### src/rtl/fuzzy_mmio_pkg.sv
// Shared definitions for the fuzzy-core MMIO host: register map, CTRL/STATUS
// bit positions and the host sequencer state encoding.
package fuzzy_mmio_pkg;

    localparam logic [7:0] ADDR_STATUS = 8'h00;
    localparam logic [7:0] ADDR_CTRL   = 8'h01;
    localparam logic [7:0] ADDR_T      = 8'h02;
    localparam logic [7:0] ADDR_DT     = 8'h03;
    localparam logic [7:0] ADDR_G      = 8'h04;

    localparam int CTRL_START    = 0;
    localparam int CTRL_REG_MODE = 1;
    localparam int CTRL_DT_MODE  = 2;
    localparam int CTRL_INIT     = 3;

    localparam int STAT_BUSY  = 0;
    localparam int STAT_VALID = 1;

    typedef enum logic [3:0] {
        ST_IDLE     = 4'd0,
        ST_WR_MODE  = 4'd1,
        ST_WR_T     = 4'd2,
        ST_WR_DT    = 4'd3,
        ST_WR_START = 4'd4,
        ST_GAP      = 4'd5,
        ST_RD_STAT  = 4'd6,
        ST_RD_G     = 4'd7,
        ST_RD_DT    = 4'd8,
        ST_DONE     = 4'd9
    } host_state_e;

    function automatic logic [7:0] ctrl_word(input logic init, input logic dt_mode,
                                             input logic reg_mode, input logic start);
        logic [7:0] w;
        w                = 8'h00;
        w[CTRL_START]    = start;
        w[CTRL_REG_MODE] = reg_mode;
        w[CTRL_DT_MODE]  = dt_mode;
        w[CTRL_INIT]     = init;
        return w;
    endfunction

endpackage

### src/rtl/fuzzy_mmio_host.sv
// MMIO bus initiator that runs one complete fuzzy-core inference job per request:
// mode setup, operand load, START, STATUS polling, then G/dT readback.
module fuzzy_mmio_host
    import fuzzy_mmio_pkg::*;
#(
    parameter int unsigned POLL_GAP  = 4,
    parameter int unsigned MAX_POLLS = 255
) (
    input  logic       clk,
    input  logic       rst_n,
    input  logic       req_valid,
    output logic       req_ready,
    input  logic [7:0] req_T,
    input  logic [7:0] req_dT,
    input  logic       req_reg_mode,
    input  logic       req_dt_mode,
    input  logic       req_init,
    output logic       res_valid,
    output logic [7:0] res_G,
    output logic [7:0] res_dT,
    output logic       res_timeout,
    output logic       bus_cs,
    output logic       bus_rd,
    output logic       bus_wr,
    output logic [7:0] bus_addr,
    output logic [7:0] bus_wdata,
    input  logic [7:0] bus_rdata,
    output logic       busy
);

    localparam int unsigned GAP_W = (POLL_GAP > 1) ? $clog2(POLL_GAP) : 1;
    localparam logic [GAP_W-1:0] GAP_LAST  = GAP_W'(POLL_GAP - 1);
    localparam logic [7:0]       POLL_LAST = 8'(MAX_POLLS - 1);

    host_state_e      state_q, state_d;
    logic [7:0]       t_q, t_d, dt_q, dt_d, g_q, g_d, poll_cnt_q, poll_cnt_d;
    logic             reg_mode_q, reg_mode_d, dt_mode_q, dt_mode_d, init_q, init_d;
    logic             timeout_q, timeout_d;
    logic [GAP_W-1:0] gap_cnt_q, gap_cnt_d;
    logic             bus_cs_q, bus_cs_d, bus_rd_q, bus_rd_d, bus_wr_q, bus_wr_d;
    logic [7:0]       bus_addr_q, bus_addr_d, bus_wdata_q, bus_wdata_d;
    logic             res_valid_q, res_valid_d, res_timeout_q, res_timeout_d;
    logic [7:0]       res_g_q, res_g_d, res_dt_q, res_dt_d;
    logic             req_ready_q, req_ready_d, busy_q, busy_d;
    logic             accept_s, stat_ready_s;

    assign accept_s     = (state_q == ST_IDLE) && req_valid;
    assign stat_ready_s = bus_rdata[STAT_VALID] && !bus_rdata[STAT_BUSY];

    // State register.
    always_ff @(posedge clk or negedge rst_n) begin
        if (!rst_n) begin
            state_q <= ST_IDLE;
        end else begin
            state_q <= state_d;
        end
    end

    // Next-state logic; STATUS is judged on the rdata present at the end of RD_STAT.
    always_comb begin
        state_d = state_q;
        case (state_q)
            ST_IDLE:     if (req_valid) state_d = ST_WR_MODE; else state_d = ST_IDLE;
            ST_WR_MODE:  state_d = ST_WR_T;
            ST_WR_T:     if (dt_mode_q) state_d = ST_WR_START; else state_d = ST_WR_DT;
            ST_WR_DT:    state_d = ST_WR_START;
            ST_WR_START: state_d = ST_GAP;
            ST_GAP:      if (gap_cnt_q == GAP_LAST) state_d = ST_RD_STAT; else state_d = ST_GAP;
            ST_RD_STAT: begin
                if (stat_ready_s) begin
                    state_d = ST_RD_G;
                end else if (poll_cnt_q == POLL_LAST) begin
                    state_d = ST_DONE;
                end else begin
                    state_d = ST_GAP;
                end
            end
            ST_RD_G:     state_d = ST_RD_DT;
            ST_RD_DT:    state_d = ST_DONE;
            ST_DONE:     state_d = ST_IDLE;
            default:     state_d = ST_IDLE;
        endcase
    end

    // Job capture, gap/poll counters and G capture.
    always_comb begin
        t_d        = t_q;
        dt_d       = dt_q;
        reg_mode_d = reg_mode_q;
        dt_mode_d  = dt_mode_q;
        init_d     = init_q;
        poll_cnt_d = poll_cnt_q;
        timeout_d  = timeout_q;
        g_d        = g_q;
        gap_cnt_d  = {GAP_W{1'b0}};
        if (accept_s) begin
            t_d        = req_T;
            dt_d       = req_dT;
            reg_mode_d = req_reg_mode;
            dt_mode_d  = req_dt_mode;
            init_d     = req_init;
            poll_cnt_d = 8'h00;
            timeout_d  = 1'b0;
            g_d        = 8'h00;
        end else begin
            t_d = t_q;
        end
        if (state_q == ST_GAP && gap_cnt_q != GAP_LAST) begin
            gap_cnt_d = gap_cnt_q + {{(GAP_W-1){1'b0}}, 1'b1};
        end else begin
            gap_cnt_d = {GAP_W{1'b0}};
        end
        if (state_q == ST_RD_STAT && !stat_ready_s) begin
            poll_cnt_d = poll_cnt_q + 8'd1;
            timeout_d  = (poll_cnt_q == POLL_LAST);
        end else begin
            poll_cnt_d = poll_cnt_d;
        end
        if (state_q == ST_RD_G) begin
            g_d = bus_rdata;
        end else begin
            g_d = g_d;
        end
    end

    // Output decode from the next state so every bus/result output is a flop.
    always_comb begin
        bus_cs_d      = 1'b0;
        bus_rd_d      = 1'b0;
        bus_wr_d      = 1'b0;
        bus_addr_d    = 8'h00;
        bus_wdata_d   = 8'h00;
        res_valid_d   = 1'b0;
        res_timeout_d = res_timeout_q;
        res_g_d       = res_g_q;
        res_dt_d      = res_dt_q;
        case (state_d)
            ST_WR_MODE: begin
                {bus_cs_d, bus_wr_d} = 2'b11;
                bus_addr_d  = ADDR_CTRL;
                bus_wdata_d = ctrl_word(init_d, dt_mode_d, reg_mode_d, 1'b0);
            end
            ST_WR_T: begin
                {bus_cs_d, bus_wr_d} = 2'b11;
                bus_addr_d  = ADDR_T;
                bus_wdata_d = t_d;
            end
            ST_WR_DT: begin
                {bus_cs_d, bus_wr_d} = 2'b11;
                bus_addr_d  = ADDR_DT;
                bus_wdata_d = dt_d;
            end
            ST_WR_START: begin
                {bus_cs_d, bus_wr_d} = 2'b11;
                bus_addr_d  = ADDR_CTRL;
                bus_wdata_d = ctrl_word(1'b0, dt_mode_d, reg_mode_d, 1'b1);
            end
            ST_RD_STAT: begin
                {bus_cs_d, bus_rd_d} = 2'b11;
                bus_addr_d = ADDR_STATUS;
            end
            ST_RD_G: begin
                {bus_cs_d, bus_rd_d} = 2'b11;
                bus_addr_d = ADDR_G;
            end
            ST_RD_DT: begin
                {bus_cs_d, bus_rd_d} = 2'b11;
                bus_addr_d = ADDR_DT;
            end
            ST_DONE: begin
                res_valid_d   = 1'b1;
                res_timeout_d = timeout_d;
                res_g_d       = timeout_d ? 8'h00 : g_d;
                res_dt_d      = timeout_d ? 8'h00 : bus_rdata;
            end
            default: begin
                bus_cs_d = 1'b0;
            end
        endcase
        req_ready_d = (state_d == ST_IDLE);
        busy_d      = (state_d != ST_IDLE);
    end

    // Datapath and output registers.
    always_ff @(posedge clk or negedge rst_n) begin
        if (!rst_n) begin
            t_q           <= 8'h00;
            dt_q          <= 8'h00;
            reg_mode_q    <= 1'b0;
            dt_mode_q     <= 1'b0;
            init_q        <= 1'b0;
            poll_cnt_q    <= 8'h00;
            timeout_q     <= 1'b0;
            g_q           <= 8'h00;
            gap_cnt_q     <= {GAP_W{1'b0}};
            bus_cs_q      <= 1'b0;
            bus_rd_q      <= 1'b0;
            bus_wr_q      <= 1'b0;
            bus_addr_q    <= 8'h00;
            bus_wdata_q   <= 8'h00;
            res_valid_q   <= 1'b0;
            res_timeout_q <= 1'b0;
            res_g_q       <= 8'h00;
            res_dt_q      <= 8'h00;
            req_ready_q   <= 1'b1;
            busy_q        <= 1'b0;
        end else begin
            t_q           <= t_d;
            dt_q          <= dt_d;
            reg_mode_q    <= reg_mode_d;
            dt_mode_q     <= dt_mode_d;
            init_q        <= init_d;
            poll_cnt_q    <= poll_cnt_d;
            timeout_q     <= timeout_d;
            g_q           <= g_d;
            gap_cnt_q     <= gap_cnt_d;
            bus_cs_q      <= bus_cs_d;
            bus_rd_q      <= bus_rd_d;
            bus_wr_q      <= bus_wr_d;
            bus_addr_q    <= bus_addr_d;
            bus_wdata_q   <= bus_wdata_d;
            res_valid_q   <= res_valid_d;
            res_timeout_q <= res_timeout_d;
            res_g_q       <= res_g_d;
            res_dt_q      <= res_dt_d;
            req_ready_q   <= req_ready_d;
            busy_q        <= busy_d;
        end
    end

    assign req_ready   = req_ready_q;
    assign busy        = busy_q;
    assign res_valid   = res_valid_q;
    assign res_G       = res_g_q;
    assign res_dT      = res_dt_q;
    assign res_timeout = res_timeout_q;
    assign bus_cs      = bus_cs_q;
    assign bus_rd      = bus_rd_q;
    assign bus_wr      = bus_wr_q;
    assign bus_addr    = bus_addr_q;
    assign bus_wdata   = bus_wdata_q;

endmodule

### config.mk
export PLATFORM = sky130hd
export DESIGN_NAME = fuzzy_mmio_host
export DESIGN_NICKNAME = d
export VERILOG_FILES = /design/src/rtl/fuzzy_mmio_pkg.sv /design/src/rtl/fuzzy_mmio_host.sv
export SDC_FILE = /design/constraint.sdc
export NUM_CORES = 1
export LEC_CHECK = 0
export ABC_AREA = 1
export CORE_MARGIN = 4
export CORE_UTILIZATION = 46
export CTS_CLUSTER_SIZE = 24
export DETAILED_ROUTE_END_ITERATION = 8
export PLACE_DENSITY = 0.73
export SLEW_MARGIN = 20
export SYNTH_ARGS = -nofsm -noshare
export SYNTH_HDL_FRONTEND = slang
export SYNTH_SLANG_ARGS = --single-unit
### constraint.sdc
create_clock -name clk -period 4.2 [get_ports clk]
set_input_delay 0.63 -clock clk [delete_from_list [all_inputs] [get_ports clk]]
set_output_delay 0.63 -clock clk [all_outputs]
set_load 0.005 [all_outputs]
# ---- Word-level counts from Yosys, hierarchy flattened
# Index checks and enable logic that the tools add are counted.
dict set report totals {
  reg_bits 81
  inputBits 30
  word_cells 83
}
dict set report op_classes {
  addsub 2
  n_eq_ne 19
  n_mux 26
  reduce_logical 15
}
# cell n
set ops {}
lappend ops {{$mux 8} 8}
lappend ops {{$pmux 4 s9} 1}
lappend ops {{$pmux 8 s4} 1}
lappend ops {{$eq 4x3->1 const B} 7}
lappend ops {{$eq 4x2->1 const B} 4}
lappend ops {{$eq 4x4->1 const B} 3}
lappend ops {{$pmux 3 s4} 1}
lappend ops {{$mux 1} 10}
lappend ops {{$add 8x1->8 const B} 1}
lappend ops {{$eq 4x1->1 const B} 2}
lappend ops {{$eq 8x8->1 const B} 1}
lappend ops {{$logic_not 4->1} 2}
lappend ops {{$mux 4} 2}
lappend ops {{$reduce_or 7->1} 1}
lappend ops {{$logic_and 1x1->1} 4}
lappend ops {{$mux 2} 2}
lappend ops {{$reduce_bool 4->1} 1}
lappend ops {{$reduce_or 2->1} 2}
lappend ops {{$reduce_or 4->1} 1}
lappend ops {{$mux 3} 1}
lappend ops {{$reduce_or 3->1} 1}
lappend ops {{$add 2x1->2 const B} 1}
lappend ops {{$eq 2x2->1 const B} 1}
lappend ops {{$logic_not 1->1} 2}
lappend ops {{other kinds (2)} 2}

# ---- Depth between registers and ports, before layout
dict set report logic_depth {
  ltp_word 7
  depth_mapped 10
  mapped_depth_nobuf 10
}

# ---- Worst setup path before layout
# No wires, ideal clock.
dict set report synth_timing {
  kind {input to register}
  from {input port bus_rdata[0]}
  to {register res_g_q[1] (netlist: res_G[1])}
  cell_stages 10
  required_time_ps 4083
  setup_slack_ps 2509
  t_arrival_ps 1573
  setup_ps 117
  cell_sequence {inv_1 nand2_1 inv_1 nand2_2 nand2_1 nor2_1 nand3_4 buf_6 nand2_1 nand2_1}
}
dict set report synth_between {
  elab_chain_len 6
  word_cells_on_any_way 9
  cone_classes {1 x eq/ne; 4 x mux; 4 x reduce/logical}
}
# element line
set synth_rtl {}
lappend synth_rtl {{from (decl)} fuzzy_mmio_host.sv:27} ;# input logic [7:0] bus_rdata,
lappend synth_rtl {{$logic_not 1->1 (*)} fuzzy_mmio_host.sv:48} ;# assign stat_ready_s = bus_rdata[STAT_VALID] && !bus_rdata[STAT_BUSY];
lappend synth_rtl {{$logic_and 1x1->1 (*)} fuzzy_mmio_host.sv:48}
lappend synth_rtl {{parallel branches: the longest is 4 deep, another holds $pmux 4 s9} n/a}
lappend synth_rtl {{to (signal assigned)} fuzzy_mmio_host.sv:224} ;# res_g_q <= res_g_d;
lappend synth_rtl {{to (decl)} fuzzy_mmio_host.sv:43} ;# logic [7:0] res_g_q, res_g_d, res_dt_q, res_dt_d;
# Every way passes the cells marked *.
# A chain may end at the register's enable or synchronous reset.

# ---- Worst setup path after layout
dict set report layout_timing {
  from {register state_q[0]}
  to {register res_dt_q[5] (netlist: res_dT[5])}
}
dict set report layout_between {
  elab_chain_len 5
  word_cells_on_any_way 16
  cone_classes {9 x eq/ne; 4 x mux; 3 x reduce/logical}
}
# element line
set layout_rtl {}
lappend layout_rtl {{from (decl)} fuzzy_mmio_host.sv:35} ;# host_state_e state_q, state_d;
lappend layout_rtl {{from (signal assigned)} fuzzy_mmio_host.sv:55} ;# state_q <= state_d;
lappend layout_rtl {{parallel branches: the longest is 5 deep, another holds $pmux 4 s9} n/a}
lappend layout_rtl {{to (signal assigned)} fuzzy_mmio_host.sv:225} ;# res_dt_q <= res_dt_d;
lappend layout_rtl {{to (decl)} fuzzy_mmio_host.sv:43}
# Several ways; the timed one is not identified.

==> flow_summary.toml <==
[status]
status = "finished clean"

[setup_path]
worstPathCellList = "nand4_1 -> and2_1 -> nand2_2 -> nand3_4 -> nand2_1 -> nand2_1"
criticalPathCategory = "reg -> reg"
reg2reg_depth = 6
required_ns = 4.43
cp_num_cells = 6
crit_buf_inv = 0
rr_startpoint = "state_q[0]"
cp_top_family = "simple AND/OR/NAND/NOR gates"
start_kind = "flip-flop"
endpoint = "res_dT[5]"
slowest_stage = "nand4_1"
critPathMaxStageDelay_ns = 0.52
crit_arrival_ns = 2.55
critPathCaptureType = "flip-flop"
cp-startpoint = "state_q[0]"
r2r-end = "res_dT[5]"
ff2ff_setup_slack_ns = 1.88
crit_top_cell = "nand2_1"
cp_max_fo = 20

[cts]
ctsResizeCount = 0
insertion_delay_ns = 0.35
cts_root_buf = "clkbuf_8"
cts_buffers = 9
hold_buffers = 0
clock_sinks = 75
cts_htree_levels = 3
clk_pin_slew_ns = 0.08
clk_path_buf_depth = 2
tritoncts = "built"
cts_setup_buffers = 0

[power_and_ir_drop]
peakVddDrop_uv = 252
powerDensity_nw_per_um2 = 635
seqPwrFrac_pct = 39.8
switching_power_w = 0.00101
p_int_w = 0.00173
p_sw_share_pct = 36.8
pwr-share-comb_pct = 40.0
p_clk_share_pct = 20.2
leakagePower_nw = 2.22

[sta]
final_hold_viol_count = 0
setup_tns_ns = 0
grt_setup_unrepaired = "false"
tightestPinTransition_ns = 0.601
maxSlewHeadroom_pct = 59.8
setup_viol = 0
post-route-min-period_ns = 2.32
clock.fmax_ghz = 0.431
fin_crit_sh_pct = 55.3
timing.hold.ws_ns = 0.273
drv_slew = 0
clock_skew_ns = 0.0131

[floorplan]
ios = 69
fp-row-count = 31
die_y_um = 94.7
core_area_sq_um = 7290
start_util_pct = 47.4
die-area_sq_um = 8970
die_w_um = 94.7

[place]
dp.cells = 556
port_buffers = 63
dp_hpwl_mm = 5.46
place_congestion = 0.967

[grt]
antenna_found_initial = 0
grt_first_pass_wirelength_mm = 12.9
grt_max_degree = 49
grt_overflow = 0
grt_pass1_vias = 2723
track_usage_pct = 18.8

[drt]
drc_errors = 0
first_pass_iters = 4
first_iter_violations = 139
vias = 2784
ant_nets = 0
wl_mm = 7.79
wire_per_inst_um = 13.6
routed_via_density = 4.87

[layout]
nets = 501
multi_input_comb_area_sq_um = 1280
nFillCells = 676
syn_to_final_growth_pct = 24.5
diodes = 0
final_util_pct = 59.1
regArea_sq_um = 1880
fin_cells = 572
drive_gt1_share_pct = 9.09

[synth]
ys.flop_type = "dfrtp_1"
synthDistinctLibCells = 34
synth_edf_count = 0
synth_most_common_cell = "nand2_1"
async_flop_share_pct = 100
synth_seq_cells = 75
synthesis.area_sq_um = 3460
yosysWarnings = 0
synth_area_leader_cell = "dfrtp_1"
yosys-top-cells-count = "nand2_1 (119), dfrtp_1 (74), nor2_1 (48), inv_1 (43), nand3_1 (32)"
netlist_top_cells_area = "dfrtp_1 (54%), nand2_1 (13%), nor2_1 (5.2%)"
synth_top_area_share_pct = 53.5
syn_avg_cell_area_sq_um = 8.54
yosysSeqAreaShare_pct = 54.3
synth_cells = 405

[job]
maxCapViolCount = 0

[hold_path]
hp-class = "in -> async"
==> routing by layer <==
metal | vias to the layer above | track usage [%] | wire [um]
met1 | 1325 | 25.5 | 3500
met4 | 0 | 10.1 | 198
li1 | 1365 | - | -
met3 | 18 | 3.43 | 405
met2 | 76 | 28.7 | 3690
met5 | - | 0 | 0
==> registers in the layout, indices dropped and copies added (netlist names), 3 cells and up <==
register and count:
bus_wdata 8, dt_q 8, g_q 8, poll_cnt_q 8
res_G 8, res_dT 8, t_q 8, state_q 4
bus_addr 3
==> how the worst min path moves through the flow <==
stage                      start            to  slack [ns]  cells after the start
floorplan                  rst_n   bus_addr[0]        0.33                      0
global placement    gap_cnt_q[0]  gap_cnt_q[0]        0.42                      1
detailed placement  gap_cnt_q[0]  gap_cnt_q[0]        0.43                      1
CTS                 gap_cnt_q[0]  gap_cnt_q[0]        0.44                      1
global route               rst_n        t_q[3]        0.32                      1
finish                     rst_n  bus_wdata[3]        0.27                      1
==> power groups by stage <==
stage / Sequential (W) / Combinational [W] / Clock, W
3_5_place_dp: 0.00110 / 0.00110 / 0
6_report: 0.00109 / 0.00109 / 0.000553
3_3_place_gp: 0.00109 / 0.00107 / 0
4_1_cts: 0.00109 / 0.00111 / 0.000563
5_1_grt: 0.00112 / 0.00124 / 0.000597
2_1_floorplan: 0.00109 / 0.000698 / 0
==> cell type report <==
cell class	instances	area share (%)
sequential	75	43.6
clock inverter	4	1.16
clock buffer	12	3.37
inverter	51	4.45
multi-input combinational	267	29.8
tap	99	2.88
timing repair buffer	64	14.8
==> cell usage in the layout (no fill, tap or decap) <==
master and instances:
o21a_1 8, nor2_2 4, or2_2 1, nand3_1 32, nand2_4 1, o31ai_1 1, nand2_2 3, dfrtp_1 74
o21ai_0 4, o22ai_1 1, xor2_1 1, clkinv_2 1, nor2_8 1, a31oi_1 1, o211ai_1 2, nand4_1 3
clkdlybuf4s50_1 62, and2_1 1, buf_4 2, inv_1 43, bufinv_16 1, nand2_1 119, clkinvlp_4 2, nor2_1 48
clkbuf_8 10, dfstp_2 1, conb_1 5, inv_2 8, a21oi_1 12, clkbuf_1 2, or2_1 7, ha_1 3
nand3_2 4, nor2_4 2, nand3b_1 1, nand3_4 2
==> per-stage QoR <==
stage	instance area (sq um)	power (W)	setup slack, ns
floorplan	3470	0.00179	2.51
global placement	4110	0.00216	1.77
detailed placement	4110	0.00219	1.73
CTS	4300	0.00276	1.81
global route	4310	0.00295	1.64
finish	4310	0.00274	1.88
==> kinds of logic after synthesis <==
family / synth area share (%)
flip-flops: 54.3
XOR/XNOR: 0.253
AO/OA/AOI/OAI: 5.06
adder cells (fa/ha/maj): 1.09
other: 0.108
buffers and inverters: 9.08
AND/OR/NAND/NOR: 30.1
(Power assumes the default switching activity.)
